[src/rtl/bus_grant_seq.sv]
// bus_grant_seq
//   Sequences the 68k-style BR/BG/BGACK handshake between external DMA masters and
//   the accelerator CPU. BR and BGACK are synchronised into the CLKCPU domain. A grant
//   is issued only after AS20 and AS_INT have agreed for two consecutive cycles. The
//   block tracks external bus tenure and enforces a release holdoff before the next
//   request is honoured.
//
//   Optional feature macro: ARB_WATCHDOG_EN
//     defined   : a grant not acknowledged within ACK_TIMEOUT cycles is withdrawn,
//                 GRANT_TIMEOUT pulses for one cycle, and the FSM enters the holdoff.
//     undefined : a grant holds until BGACK or BR negation; GRANT_TIMEOUT is tied 0.
//
// Ports
//   CLKCPU        in   CPU clock, all state on the rising edge
//   RESET         in   asynchronous active-low reset
//   BR            in   external bus request, active-low, asynchronous
//   BGACK         in   external grant acknowledge, active-low, asynchronous
//   AS20          in   CPU-side address strobe, active-low
//   AS_INT        in   host-side address strobe, active-low
//   BG20          out  bus grant to CPU, active-low, registered
//   BGACK_INT     out  synchronised BGACK, active-low
//   BUS_OWNED     out  high while the external master owns the bus
//   GRANT_TIMEOUT out  one-cycle pulse on watchdog expiry
//   STATE         out  current state code (debug)
module bus_grant_seq #(
    parameter int unsigned SYNC_STAGES = 2,
    parameter int unsigned HOLDOFF     = 3,
    parameter int unsigned ACK_TIMEOUT = 255
) (
    input  logic       CLKCPU,
    input  logic       RESET,
    input  logic       BR,
    input  logic       BGACK,
    input  logic       AS20,
    input  logic       AS_INT,
    output logic       BG20,
    output logic       BGACK_INT,
    output logic       BUS_OWNED,
    output logic       GRANT_TIMEOUT,
    output logic [2:0] STATE
);

    if (SYNC_STAGES < 2 || SYNC_STAGES > 4) begin : g_bad_sync
        $error("bus_grant_seq: SYNC_STAGES must be 2..4");
    end
    if (HOLDOFF < 1 || HOLDOFF > 15) begin : g_bad_holdoff
        $error("bus_grant_seq: HOLDOFF must be 1..15");
    end
    if (ACK_TIMEOUT < 1 || ACK_TIMEOUT > 255) begin : g_bad_timeout
        $error("bus_grant_seq: ACK_TIMEOUT must be 1..255");
    end

    typedef enum logic [2:0] {
        IDLE  = 3'd0,
        QUIET = 3'd1,
        GRANT = 3'd2,
        OWNED = 3'd3,
        HOLD  = 3'd4
    } state_t;

    localparam logic [3:0] HOLD_LAST = 4'(HOLDOFF - 1);

    state_t                 state;
    state_t                 state_next;
    logic [SYNC_STAGES-1:0] br_sync;
    logic [SYNC_STAGES-1:0] bgack_sync;
    logic                   br_s;
    logic                   bgack_s;
    logic                   match_cnt;
    logic [3:0]             hold_cnt;
    logic                   strobes_agree;

`ifdef ARB_WATCHDOG_EN
    localparam logic [7:0] WD_LAST = 8'(ACK_TIMEOUT - 1);
    logic [7:0] wd_cnt;
    logic       wd_expire;
`endif

    assign br_s          = br_sync[SYNC_STAGES-1];
    assign bgack_s       = bgack_sync[SYNC_STAGES-1];
    assign strobes_agree = (AS20 == AS_INT);
    assign BGACK_INT     = bgack_s;
    assign STATE         = state;

    // Synchronisers preset to the negated level so reset never looks like a request.
    always_ff @(posedge CLKCPU or negedge RESET) begin
        if (!RESET) begin
            br_sync    <= '1;
            bgack_sync <= '1;
        end else begin
            br_sync    <= {br_sync[SYNC_STAGES-2:0], BR};
            bgack_sync <= {bgack_sync[SYNC_STAGES-2:0], BGACK};
        end
    end

    // BGACK takes priority over BR everywhere: an acknowledge always wins a race.
    always_comb begin
        state_next = state;
`ifdef ARB_WATCHDOG_EN
        wd_expire  = 1'b0;
`endif
        case (state)
            IDLE: begin
                if (!bgack_s)    state_next = OWNED;
                else if (!br_s)  state_next = QUIET;
            end
            QUIET: begin
                if (!bgack_s)                         state_next = OWNED;
                else if (br_s)                        state_next = IDLE;
                else if (strobes_agree && match_cnt)  state_next = GRANT;
            end
            GRANT: begin
                if (!bgack_s)    state_next = OWNED;
                else if (br_s)   state_next = IDLE;
`ifdef ARB_WATCHDOG_EN
                else if (wd_cnt == WD_LAST) begin
                    state_next = HOLD;
                    wd_expire  = 1'b1;
                end
`endif
            end
            OWNED: begin
                if (bgack_s)     state_next = HOLD;
            end
            HOLD: begin
                if (!bgack_s)                 state_next = OWNED;
                else if (hold_cnt == HOLD_LAST) state_next = IDLE;
            end
            default: state_next = IDLE;
        endcase
    end

    // Outputs are registered from the next state so they move on the entry edge.
    always_ff @(posedge CLKCPU or negedge RESET) begin
        if (!RESET) begin
            state     <= IDLE;
            BG20      <= 1'b1;
            BUS_OWNED <= 1'b0;
            match_cnt <= 1'b0;
            hold_cnt  <= '0;
        end else begin
            state     <= state_next;
            BG20      <= (state_next != GRANT);
            BUS_OWNED <= (state_next == OWNED);
            match_cnt <= (state == QUIET) && (state_next == QUIET) && strobes_agree;
            hold_cnt  <= ((state == HOLD) && (state_next == HOLD)) ? hold_cnt + 4'd1 : '0;
        end
    end

`ifdef ARB_WATCHDOG_EN
    always_ff @(posedge CLKCPU or negedge RESET) begin
        if (!RESET) begin
            wd_cnt        <= '0;
            GRANT_TIMEOUT <= 1'b0;
        end else begin
            wd_cnt        <= ((state == GRANT) && (state_next == GRANT)) ? wd_cnt + 8'd1 : '0;
            GRANT_TIMEOUT <= wd_expire;
        end
    end
`else
    assign GRANT_TIMEOUT = 1'b0;
`endif

endmodule
[config.mk]
export PLATFORM = sky130hd
export DESIGN_NAME = bus_grant_seq
export DESIGN_NICKNAME = d
export VERILOG_FILES = /design/src/rtl/bus_grant_seq.sv
export SDC_FILE = /design/constraint.sdc
export NUM_CORES = 1
export LEC_CHECK = 0
export BUFFER_PORTS_ARGS = -buffer_cell sky130_fd_sc_hd__buf_4
export CORE_AREA = 2 2 39 41
export CTS_BUF_LIST = sky130_fd_sc_hd__clkbuf_16
export DETAILED_ROUTE_END_ITERATION = 7
export DIE_AREA = 0 0 41 43
export PLACE_DENSITY_LB_ADDON = 0.1
export SYNTH_ARGS = -nofsm -noshare
export SYNTH_HDL_FRONTEND = slang
export SYNTH_SLANG_ARGS = --single-unit
[constraint.sdc]
create_clock -name CLKCPU -period 1.8 [get_ports CLKCPU]
set_input_delay 0.09 -clock CLKCPU [delete_from_list [all_inputs] [get_ports CLKCPU]]
set_output_delay 0.09 -clock CLKCPU [all_outputs]
set_load 0.005 [all_outputs]
# [Word level (Yosys, flattened, before mapping)]
# Cells that the tools add are included.
[totals] ff_bits=14 input_bits=6 output_inout_bits=7
[classes] addsub=1 eq_ne=10 mux=12 n_reduce_logical=5
[op_table] cell="3-bit 2-to-1 mux" count=10
[op_table] cell="3-bit one-hot mux with 5 select lines" count=1
[op_table] cell="3-bit by 2-bit equality test with 1-bit output (second input constant)" count=3
[op_table] cell="3-bit by 1-bit equality test with 1-bit output (second input constant)" count=2
[op_table] cell="3-bit equality test (second input constant)" count=2
[op_table] cell="4-bit by 1-bit adder with 4-bit output (second input constant)" count=1
[op_table] cell="4-bit by 2-bit equality test with 1-bit output (second input constant)" count=1
[op_table] cell="1-bit logical AND" count=4
[op_table] cell="4-bit 2-to-1 mux" count=1
[op_table] cell="3-bit zero test" count=1
[op_table] cell="3-bit by 2-bit inequality test with 1-bit output (second input constant)" count=1
[op_table] cell="1-bit equality test" count=1

# [Longest topological paths before layout]
# Gate-level depths: netlist (run 1).
[depth] depth_word=9 ltp_mapped=5 ltp_nobuf=5

# [Least setup slack after synthesis (run 1)]
# No wires, ideal clock.
[synth_path] path_kind="register -> register" from="register state[0], in the netlist STATE[0]" to="register match_cnt" setup_time_ns=0.095 arrival_ns=1.291 t_required_ns=1.705 slack_ns=0.414 stages_incl_launch_ff=6 n_path_buf=1 cell_sequence="dfrtp_1 > buf_2 > nor2_2 > o21ba_1 > a311o_2 > nor4b_2"
[synth_via] elab_cells_between_ends=19 classes_between="5 x eq/ne; 11 x mux; 3 x reduce/logical"
[synth_rtl] item="start, declared" line_no="63" text="state_t state;"
[synth_rtl] item="start signal, assigned" line_no="142" text="state <= state_next;"
[synth_rtl] item="3-bit equality test (tied with other cells)" line_no="102" text="case (state)"
[synth_rtl] item="3-bit one-hot mux with 5 select lines *" line_no="102"
[synth_rtl] item="via state_next[1]" line_no="64" text="state_t state_next;"
[synth_rtl] item="3-bit by 1-bit equality test with 1-bit output *" line_no="145" text="match_cnt <= (state == QUIET) && (state_next == QUIET) && strobes_agree;"
[synth_rtl] item="1-bit logical AND * (2 in series)" line_no="145"
[synth_rtl] item="end signal, assigned" line_no="145"
[synth_rtl] item="end, declared" line_no="69" text="logic match_cnt;"
# Mark *: on every way through the listed nets, which the timed path passes. The rest lies on a longest branch.

# [Final worst setup path (run 1)]
# Same ends and word-level chain as after synthesis.

==> results of run 1 <==
[area by class of cell]
class / instances / area, sq um / area share
Clock buffer: 3 / 75.1 / 0.0913
Clock inverter: 1 / 3.75 / 0.00457
Inverter: 2 / 7.51 / 0.00913
Multi-Input combinational cell: 37 / 246 / 0.300
Sequential cell: 14 / 357 / 0.434
Tap cell: 16 / 20.0 / 0.0244
Timing Repair Buffer: 14 / 113 / 0.137
[registers in the layout (all words and copies together), names as in the netlist]
register and flops:
BG20 1, BUS_OWNED 1, match_cnt 1, hold_cnt 4
br_sync 2, bgack_sync 2, STATE 3
[worst max path at each step]
stage           endpoint     startpoint  cells after the start  slack, ns
2_1_floorplan  match_cnt       STATE[0]                      5       0.41
3_3_place_gp   match_cnt  bgack_sync[1]                      3       0.34
3_5_place_dp   match_cnt  bgack_sync[1]                      3       0.34
4_1_cts        match_cnt  bgack_sync[1]                      3       0.30
5_1_grt        match_cnt       STATE[0]                      4       0.22
6_report       match_cnt       STATE[0]                      4       0.33
[cell families after synthesis]
logic type / after synthesis / share of synthesized area
flops: 14 / 0.572
buf+inv: 4 / 0.0321
xor+xnor: 4 / 0.0562
fa+ha+maj: 2 / 0.0402
simple gates: 25 / 0.227
other cells: 1 / 0.00602
compound gates: 5 / 0.0663
[synthesized netlist by cell type, drive strengths merged]
| cell | number |
|---|---|
| nor4b | 2 |
| nand4b | 1 |
| o22ai | 1 |
| nand3 | 1 |
| conb | 1 |
| and3 | 1 |
| dfrtp | 9 |
| o21ai | 1 |
| inv | 2 |
| nand4 | 3 |
| nand2 | 4 |
| or3b | 1 |
| a32oi | 1 |
| dfstp | 5 |
| xor2 | 1 |
| a311o | 1 |
| xnor2 | 3 |
| ha | 2 |
| nor2b | 1 |
| nand2b | 1 |
| buf | 2 |
| o21ba | 1 |
| nor3 | 1 |
| nor2 | 9 |
[critical path, delay by kind of cell, from the launching register on]
| family | cells | cell delay (ns) |
|---|---|---|
| AO/OA/AOI/OAI | 2 | 0.52 |
| flip-flops | 1 | 0.50 |
| AND/OR/NAND/NOR | 2 | 0.35 |
[metrics by stage]
stage / util / area (sq um) / hold slack [ns] / std cells / setup slack (ns)
3_5_place_dp: 0.515 / 713 / -0.0516 / 80 / 0.338
3_3_place_gp: 0.515 / 713 / -0.0520 / 80 / 0.345
4_1_cts: 0.594 / 822 / 0.238 / 87 / 0.304
6_report: 0.594 / 822 / 0.231 / 87 / 0.327
5_1_grt: 0.594 / 822 / 0.255 / 87 / 0.223
2_1_floorplan: - / 623 / -0.206 / 55 / 0.414
[placed cells by master, fill, tap and decap left out, types with 2 or more instances in the layout]
| master | netlist | routed |
|---|---|---|
| nor2_1 | 8 | 8 |
| dfrtp_1 | 9 | 9 |
| inv_1 | 2 | 3 |
| nand4_1 | 3 | 3 |
| ha_1 | 2 | 2 |
| buf_4 | 1 | 11 |
| nand2_1 | 4 | 4 |
| xnor2_1 | 3 | 3 |
| dlygate4sd3_1 | 0 | 3 |
| dfstp_2 | 5 | 5 |
| clkbuf_16 | 0 | 3 |
[timing repair]
action / CTS / global route
resized for setup: 0 / 0
hold buffers: 3 / 0
setup buffers: 0 / 0
endpoints found under the hold margin: 16 / 0
[layer usage]
metal	routed length, um	global-route usage	up-vias
met1	459	0.182	219
met3	69	0.0314	2
met4	16	0.0600	0
met5	0	0	-
li1	-	-	220
met2	588	0.250	16
[where the power goes]
part / leakage (nW) / internal, mW / switching (mW)
clock: 0.0423 / 0.292 / 0.117
sequential: 0.171 / 0.369 / 0.0687
combinational: 0.151 / 0.139 / 0.113
total: 0.364 / 0.800 / 0.298
==> qor.yml, run 1 <==
cts:
  ctsHtreeMaxLevel: 1
  path_clk_slew_ns: 0.05
  clk_latency_ns: 0.24
  cts_made_buffers: 3
  clock_path_buffers: 2
  cts-root-buf: "clkbuf_16"
  cts_tree: "yes"
  cts_sinks: 14
status:
  status: "finished clean"
route:
  wl_per_cell_um: 13.0
  drt_first_pass_iters: 4
  vias: 457
  drtIter0Drc: 6
  drt-vias-per-instance: 5.25
  ant_nets: 0
  drcViolationCount: 0
  routed_wl_um: 1130
worst_hold_path:
  hold_class: "in -> async"
yosys:
  yosysSeqAreaShare: 0.572
  synth_warnings: 0
  ys_ff_latch: 14
  syn_area_sq_um: 623
  syn_area_per_cell_sq_um: 11.3
  synthCells: 55
  synth_area_leaders: "dfrtp_1, dfstp_2, nor2_1"
  synth_cell_types: 27
  yosysTopAreaCell: "dfrtp_1"
  synth_nets: 63
  synth_top_cell_area_share: 0.361
critical_path:
  max_stage_delay_ns: 0.50
  crit_slowest_cell: "dfrtp_1"
  worst-path-max-fanout: 9
  worstPathArrival_ns: 1.62
  r2r-start: "STATE[0]"
  cp.required_ns: 1.95
  path_cells: "nor2_2 -> o21ba_1 -> a311o_2 -> nor4b_2"
  reg2regPathDepth: 4
  ff2ff_setup_slack_ns: 0.33
  rr_endpoint: "match_cnt"
  crit_path_end_kind: "flop"
  start_kind: "flop"
  critPathKind: "reg -> reg"
die:
  core_sq_um: 1380
  rows: 14
  die_area_sq_um: 1760
  die_y_um: 43
  initial_utilization: 0.450
  die_width_um: 41
  io_pins: 13
place:
  io_buffer_count: 11
  place.gp.congestion: 0.759
  dpl.hpwl_um: 768
grt:
  grt-ovfl-total: 0
  grt_pass1_vias: 420
  grt_max_degree: 15
  grt_antenna_before_repair: 0
  track_usage: 0.151
  grt_pass1_wl_um: 1770
sta:
  slew_violations: 0
  clock_skew_ns: 0.00570
  hold_viol_final: 0
  fmax_ghz: 0.679
  setup-tns-final_ns: 0
  rsz0062_at_grt: "false"
  fin_crit_ns: 1.47
  fin_crit_sh: 0.818
  final-setup-viol-count: 0
power_and_ir_drop:
  p_per_area_nw_per_um2: 1340
  irDropWorstVdd_uv: 894
  power_mw: 1.10
  leakage_nw: 0.364
finish:
  syn_to_final_growth_pct: 31.9
  diodes: 0
  nets: 80
  drive_above_1_share: 0.324
  num-fill-cells: 117
flow_run:
  drv_cap: 0
Note: power is estimated with default switching activity, not from simulation.
==> run 2: changes to the inputs <==
Settings changed: CORE_AREA 2 2 39 41 to default, CORE_MARGIN from default to 2, CORE_UTILIZATION from default to 45, DIE_AREA 0 0 41 43 to default.
Clock period 1.8 ns to 1.2 ns, I/O delays scaled along.
==> run 2 against run 1 <==
The run now ends with negative setup slack left; power is 78% higher; first-iteration DRC count grew 120%; clock power grew 48%; routed wire length is 20% higher; die area is 3.7% lower; combinational power grew to 2.8 times the previous value; non-clock buffer count is 15 higher; cell area is 19% higher; fmax increased by 7.3%; setup slack got worse by 0.50 ns; sequential power increased by 46%; largest cell class unchanged; largest power group is now combinational cells.
==> qor.yml, run 2 (synthesis results as in run 1) <==
route:
  drt-vias-per-instance: 5.16  # was 5.25
  wl_per_cell_um: 13.4  # was 13.0 um
  drcViolationCount: 0  # unchanged
  routed_wl_um: 1360  # was 1130 um
  drt_first_pass_iters: 4  # unchanged
  ant_nets: 0  # unchanged
  drtIter0Drc: 13  # was 6
  vias: 521  # was 457
die:
  initial_utilization: 0.479  # was 0.450
  die_width_um: 41.2  # was 41 um
  core_sq_um: 1300  # was 1380 sq um
  rows: 13  # was 14
  die_y_um: 41.2  # was 43 um
  io_pins: 13  # unchanged
  die_area_sq_um: 1700  # was 1760 sq um
cts:
  path_clk_slew_ns: 0.04  # was 0.05 ns
  cts_tree: "yes"  # unchanged
  clk_latency_ns: 0.24  # about the same
  cts_sinks: 14  # unchanged
  cts_made_buffers: 3  # unchanged
  ctsHtreeMaxLevel: 1  # unchanged
  clock_path_buffers: 2  # unchanged
  cts-root-buf: "clkbuf_16"  # unchanged
critical_path:
  crit_path_end_kind: "flop"  # unchanged
  rr_endpoint: "match_cnt"  # unchanged
  path_cells: "nor2_4 -> o21ba_4 -> a311o_2 -> nor4b_2"  # was nor2_2 -> o21ba_1 -> a311o_2 -> nor4b_2
  max_stage_delay_ns: 0.44  # was 0.50 ns
  ff2ff_setup_slack_ns: -0.17  # was 0.33 ns
  cp.required_ns: 1.34  # was 1.95 ns
  crit_slowest_cell: "dfrtp_2"  # was dfrtp_1
  critPathKind: "reg -> reg"  # unchanged
  r2r-start: "STATE[0]"  # unchanged
  reg2regPathDepth: 4  # unchanged
  worstPathArrival_ns: 1.52  # was 1.62 ns
  worst-path-max-fanout: 6  # was 9
  start_kind: "flop"  # unchanged
finish:
  drive_above_1_share: 0.547  # was 0.324
  multi_input_area_sq_um: 289  # was 246 sq um
  num-fill-cells: 88  # was 117
  final_core_util: 0.755  # was 0.594
  most-common-layout-cells: "buf_4, nor2_1, dfrtp_1"  # was buf_4, dfrtp_1, nor2_1
  syn_to_final_growth_pct: 57.6  # was 31.9%
  mostFrequentLayoutCell: "buf_4"  # unchanged
  largest_reg_flops: 4  # unchanged
  fin_cells: 101  # was 87
  register_area_sq_um: 359  # was 357 sq um
  regMostFlops: "hold_cnt"  # unchanged
  nets: 95  # was 80
  diodes: 0  # unchanged
  final_area_sq_um: 982  # was 822 sq um
power_and_ir_drop:
  irDropWorstVdd_uv: 1490  # was 894 uV
  intPower_mw: 1.42  # was 0.800 mW
  combPwrFrac: 0.365  # was 0.229
  p_per_area_nw_per_um2: 1990  # was 1340 nW/um^2
  power_switching_mw: 0.537  # was 0.298 mW
  p_sw_frac: 0.274  # was 0.272
  leakage_nw: 0.447  # was 0.364 nW
  clockPowerShare: 0.310  # was 0.373
  power_frac_seq: 0.325  # was 0.398
  power_mw: 1.96  # was 1.10 mW
grt:
  track_usage: 0.199  # was 0.151
  grt_antenna_before_repair: 0  # unchanged
  met2_usage: 0.352  # was 0.250
  grt_use_met3: 0.0326  # was 0.0314
  use_met1: 0.241  # was 0.182
  grt.busiest_layer: "met2"  # unchanged
  grt_pass1_wl_um: 2130  # was 1770 um
  grt_pass1_vias: 497  # was 420
  grt_max_degree: 15  # unchanged
  grt-ovfl-total: 0  # unchanged
sta:
  whs_ns: 0.220  # was 0.231 ns
  setup_slack_ns: -0.173  # was 0.327 ns
  fmax_ghz: 0.728  # was 0.679 GHz
  hold_viol_final: 0  # unchanged
  fin_crit_sh: 1.14  # was 0.818
  clock_skew_ns: 0.00208  # was 0.00570 ns
  final-setup-viol-count: 4  # was 0
  setup-tns-final_ns: -0.421  # was 0 ns
  rsz0062_at_grt: "true"  # was false
  slew_violations: 0  # unchanged
  fin_crit_ns: 1.37  # was 1.47 ns
worst_hold_path:
  hold_class: "in -> async"  # unchanged
place:
  pre_cts_ws_ns: -0.154  # was 0.338 ns
  place_area_sq_um: 802  # was 713 sq um
  dpl.hpwl_um: 859  # was 768 um
  placedCellCount: 91  # was 80
  io_buffer_count: 11  # unchanged
  place.gp.congestion: 0.811  # was 0.759
status:
  violations: "negative setup slack"
  status: "finished, violations left"  # was finished clean
flow_run:
  drv_cap: 0  # unchanged
run 2: cell types whose count changed in the layout (fill, tap and decap cells not counted), moves of 2 or more:
cell,delta
buf_4,+14
dfrtp_1,-2
dfrtp_2,+2
inv_1,-2
run 2: layout make-up:
cell class / count / share of cell area
inverter: 2 / 0.00764
tap: 15 / 0.0191
sequential: 14 / 0.366
clock buffer: 3 / 0.0764
multi-input combinational: 37 / 0.294
clock inverter: 1 / 0.00382
timing repair buffer: 29 / 0.233
run 2: worst max-delay path by stage:
stage,cells after the start,to,start
after floorplan,3,match_cnt,bgack_sync[1]
after global placement,5,STATE[0],STATE[1]
after detailed placement,4,match_cnt,STATE[0]
after CTS,3,match_cnt,bgack_sync[1]
after global routing,4,match_cnt,STATE[0]
final,4,match_cnt,STATE[0]
run 2: repair_timing:
item / in CTS / in global routing
gates resized for setup: 3 / 9
hold buffers: 3 / 0
setup buffers: 0 / 4
pin swaps: 1 / 10
endpoints found under the hold margin: 16 / 0
endpoints found under the setup margin: 3 / 8
run 2: power by group through the flow:
stage               sequential (mW)  clock [mW]  combinational (mW)
global route                  0.647       0.644               0.784
CTS                           0.622       0.616               0.600
finish                        0.637       0.607               0.714
floorplan                     0.620           0               0.283
global placement              0.611           0               0.573
detailed placement            0.615           0               0.569
run 2: critical path, delay by kind of cell, from the launching register on:
family | cells | cell delay [ns]
simple gates | 2 | 0.31
compound gates | 2 | 0.54
flops | 1 | 0.44
run 2: routing by layer:
| layer | up-vias | share of wire |
|---|---|---|
| li1 | 250 | - |
| met1 | 255 | 0.42 |
| met2 | 14 | 0.53 |
| met3 | 2 | 0.045 |
| met4 | 0 | 0.010 |
| met5 | - | 0 |
==> run 3: changes to the inputs <==
Settings changed: BUFFER_PORTS_ARGS -buffer_cell sky130_fd_sc_hd__buf_4 to -buffer_cell sky130_fd_sc_hd__buf_2.
==> run 3 against run 2 <==
The run still ends with negative setup slack left; hold slack gained 0.038 ns; count of clock-buffer cells in the layout unchanged; register-to-register slack about the same; critical path type unchanged; largest power group is now sequential cells; highest routed layer unchanged.
==> qor.yml, run 3 (synthesis results as in run 1) <==
sta:
  fin_crit_ns: 1.37  # about the same
  fin_crit_sh: 1.14  # about the same
  whs_ns: 0.258  # was 0.220 ns
  fmax_ghz: 0.730  # was 0.728 GHz
  slew_violations: 0  # unchanged
  rsz0062_at_grt: "true"  # unchanged
  clock_skew_ns: 0.000735  # was 0.00208 ns
  final-setup-viol-count: 9  # was 4
  setup_slack_ns: -0.171  # was -0.173 ns
  hold_viol_final: 0  # unchanged
grt:
  grt_max_degree: 15  # unchanged
  track_usage: 0.191  # was 0.199
  grt_antenna_before_repair: 0  # unchanged
  grt-ovfl-total: 0  # unchanged
  grt_pass1_vias: 450  # was 497
  grt_pass1_wl_um: 1940  # was 2130 um
finish:
  nets: 93  # was 95
  syn_to_final_growth_pct: 50.2  # was 57.6%
  largest_reg_flops: 4  # unchanged
  num-fill-cells: 101  # was 88
  diodes: 0  # unchanged
  fin_cells: 99  # was 101
  drive_above_1_share: 0.512  # was 0.547
  regMostFlops: "hold_cnt"  # unchanged
  most-common-layout-cells: "buf_2, buf_4, nor2_1"  # was buf_4, nor2_1, dfrtp_1
critical_path:
  rr_endpoint: "match_cnt"  # unchanged
  r2r-start: "STATE[0]"  # unchanged
  start_kind: "flop"  # unchanged
  worstPathArrival_ns: 1.51  # was 1.52 ns
  crit_family: "compound AO/OA/AOI/OAI gates"  # unchanged
  max_stage_delay_ns: 0.45  # was 0.44 ns
  crit_path_end_kind: "flop"  # unchanged
  reg2regPathDepth: 4  # unchanged
  crit_slowest_cell: "dfrtp_2"  # unchanged
  critPathKind: "reg -> reg"  # unchanged
  ff2ff_setup_slack_ns: -0.17  # about the same
  cp.required_ns: 1.34  # about the same
  worst-path-max-fanout: 7  # was 6
  path_cells: "nor2_4 -> o21ba_1 -> a311o_2 -> nor4b_2"  # was nor2_4 -> o21ba_4 -> a311o_2 -> nor4b_2
  crit_buf_inv: 0  # unchanged
place:
  dpl.hpwl_um: 895  # was 859 um
  io_buffer_count: 11  # unchanged
  placedCellCount: 91  # unchanged
  place.gp.congestion: 0.756  # was 0.811
cts:
  cts-root-buf: "clkbuf_16"  # unchanged
  cts_tree: "yes"  # unchanged
  clock_path_buffers: 2  # unchanged
  path_clk_slew_ns: 0.04  # about the same
  ctsHtreeMaxLevel: 1  # unchanged
  clk_latency_ns: 0.24  # about the same
  cts_made_buffers: 3  # unchanged
  cts_sinks: 14  # unchanged
route:
  wl_per_cell_um: 13.4  # about the same
  vias: 511  # was 521
  drcViolationCount: 0  # unchanged
  drtIter0Drc: 3  # was 13
  drt_first_pass_iters: 4  # unchanged
  drt-vias-per-instance: 5.16  # about the same
  ant_nets: 0  # unchanged
  routed_wl_um: 1330  # was 1360 um
die:
  die_y_um: 41.2  # unchanged
  core_sq_um: 1300  # unchanged
  io_pins: 13  # unchanged
  die_width_um: 41.2  # unchanged
  rows: 13  # unchanged
  die_area_sq_um: 1700  # unchanged
  initial_utilization: 0.479  # unchanged
flow_run:
  drv_cap: 0  # unchanged
power_and_ir_drop:
  power_mw: 1.93  # was 1.96 mW
  irDropWorstVdd_uv: 1270  # was 1490 uV
  leakage_nw: 0.430  # was 0.447 nW
  p_per_area_nw_per_um2: 2060  # was 1990 nW/um^2
status:
  status: "finished, violations left"  # unchanged
  violations: "negative setup slack"  # unchanged
worst_hold_path:
  hold_class: "in -> async"  # unchanged
run 3: cell types whose count changed in the layout (fill, tap and decap cells not counted), sizes merged:
| cell | delta |
|---|---|
| buf | -2 |
run 3: cell type report:
type	count	area, sq um	area share
Inverter	2	7.51	0.00802
Multi-Input combinational cell	37	280	0.299
Clock buffer	3	75.1	0.0802
Tap cell	15	18.8	0.0201
Sequential cell	14	360	0.385
Timing Repair Buffer	27	190	0.203
Clock inverter	1	3.75	0.00401
run 3: routing by layer:
metal	wire [um]	share of wire	global-route usage
met5	0	0	0
met4	19	0.014	0.0968
met3	53	0.040	0.0489
met2	674	0.51	0.328
met1	579	0.44	0.216
run 3: power by group:
part / switching (mW) / internal [mW]
registers: 0.0941 / 0.560
clock network: 0.181 / 0.439
logic: 0.266 / 0.388
run 3: worst max path at each step:
stage | start | endpoint | cells past startpoint
floorplan | bgack_sync[1] | match_cnt | 3
global placement | STATE[2] | match_cnt | 4
detailed placement | STATE[1] | match_cnt | 4
CTS | STATE[0] | match_cnt | 4
global route | STATE[2] | match_cnt | 4
finish | STATE[0] | match_cnt | 4
run 3: per-stage QoR:
step | util | area (sq um) | TNS [ns] | setup slack [ns]
2_1_floorplan | - | 629 | -0.222 | -0.181
3_3_place_gp | 0.595 | 774 | -0.541 | -0.217
3_5_place_dp | 0.595 | 774 | -0.606 | -0.215
4_1_cts | 0.691 | 900 | -0.509 | -0.196
5_1_grt | 0.719 | 936 | -1.39 | -0.220
6_report | 0.719 | 936 | -0.719 | -0.171
run 3: repair_timing:
item	in CTS	in global routing
pin swaps	6	6
buffers inserted	0	1
setup endpoints to repair	7	9
hold buffers	3	0
hold endpoints to repair	16	0
resized for setup	6	5
run 3: worst reg2reg max path, delay by kind of cell (launching register included):
| kind | cells | cell delay [ns] |
|---|---|---|
| AO/OA/AOI/OAI | 2 | 0.51 |
| flip-flops | 1 | 0.45 |
| AND/OR/NAND/NOR | 2 | 0.31 |
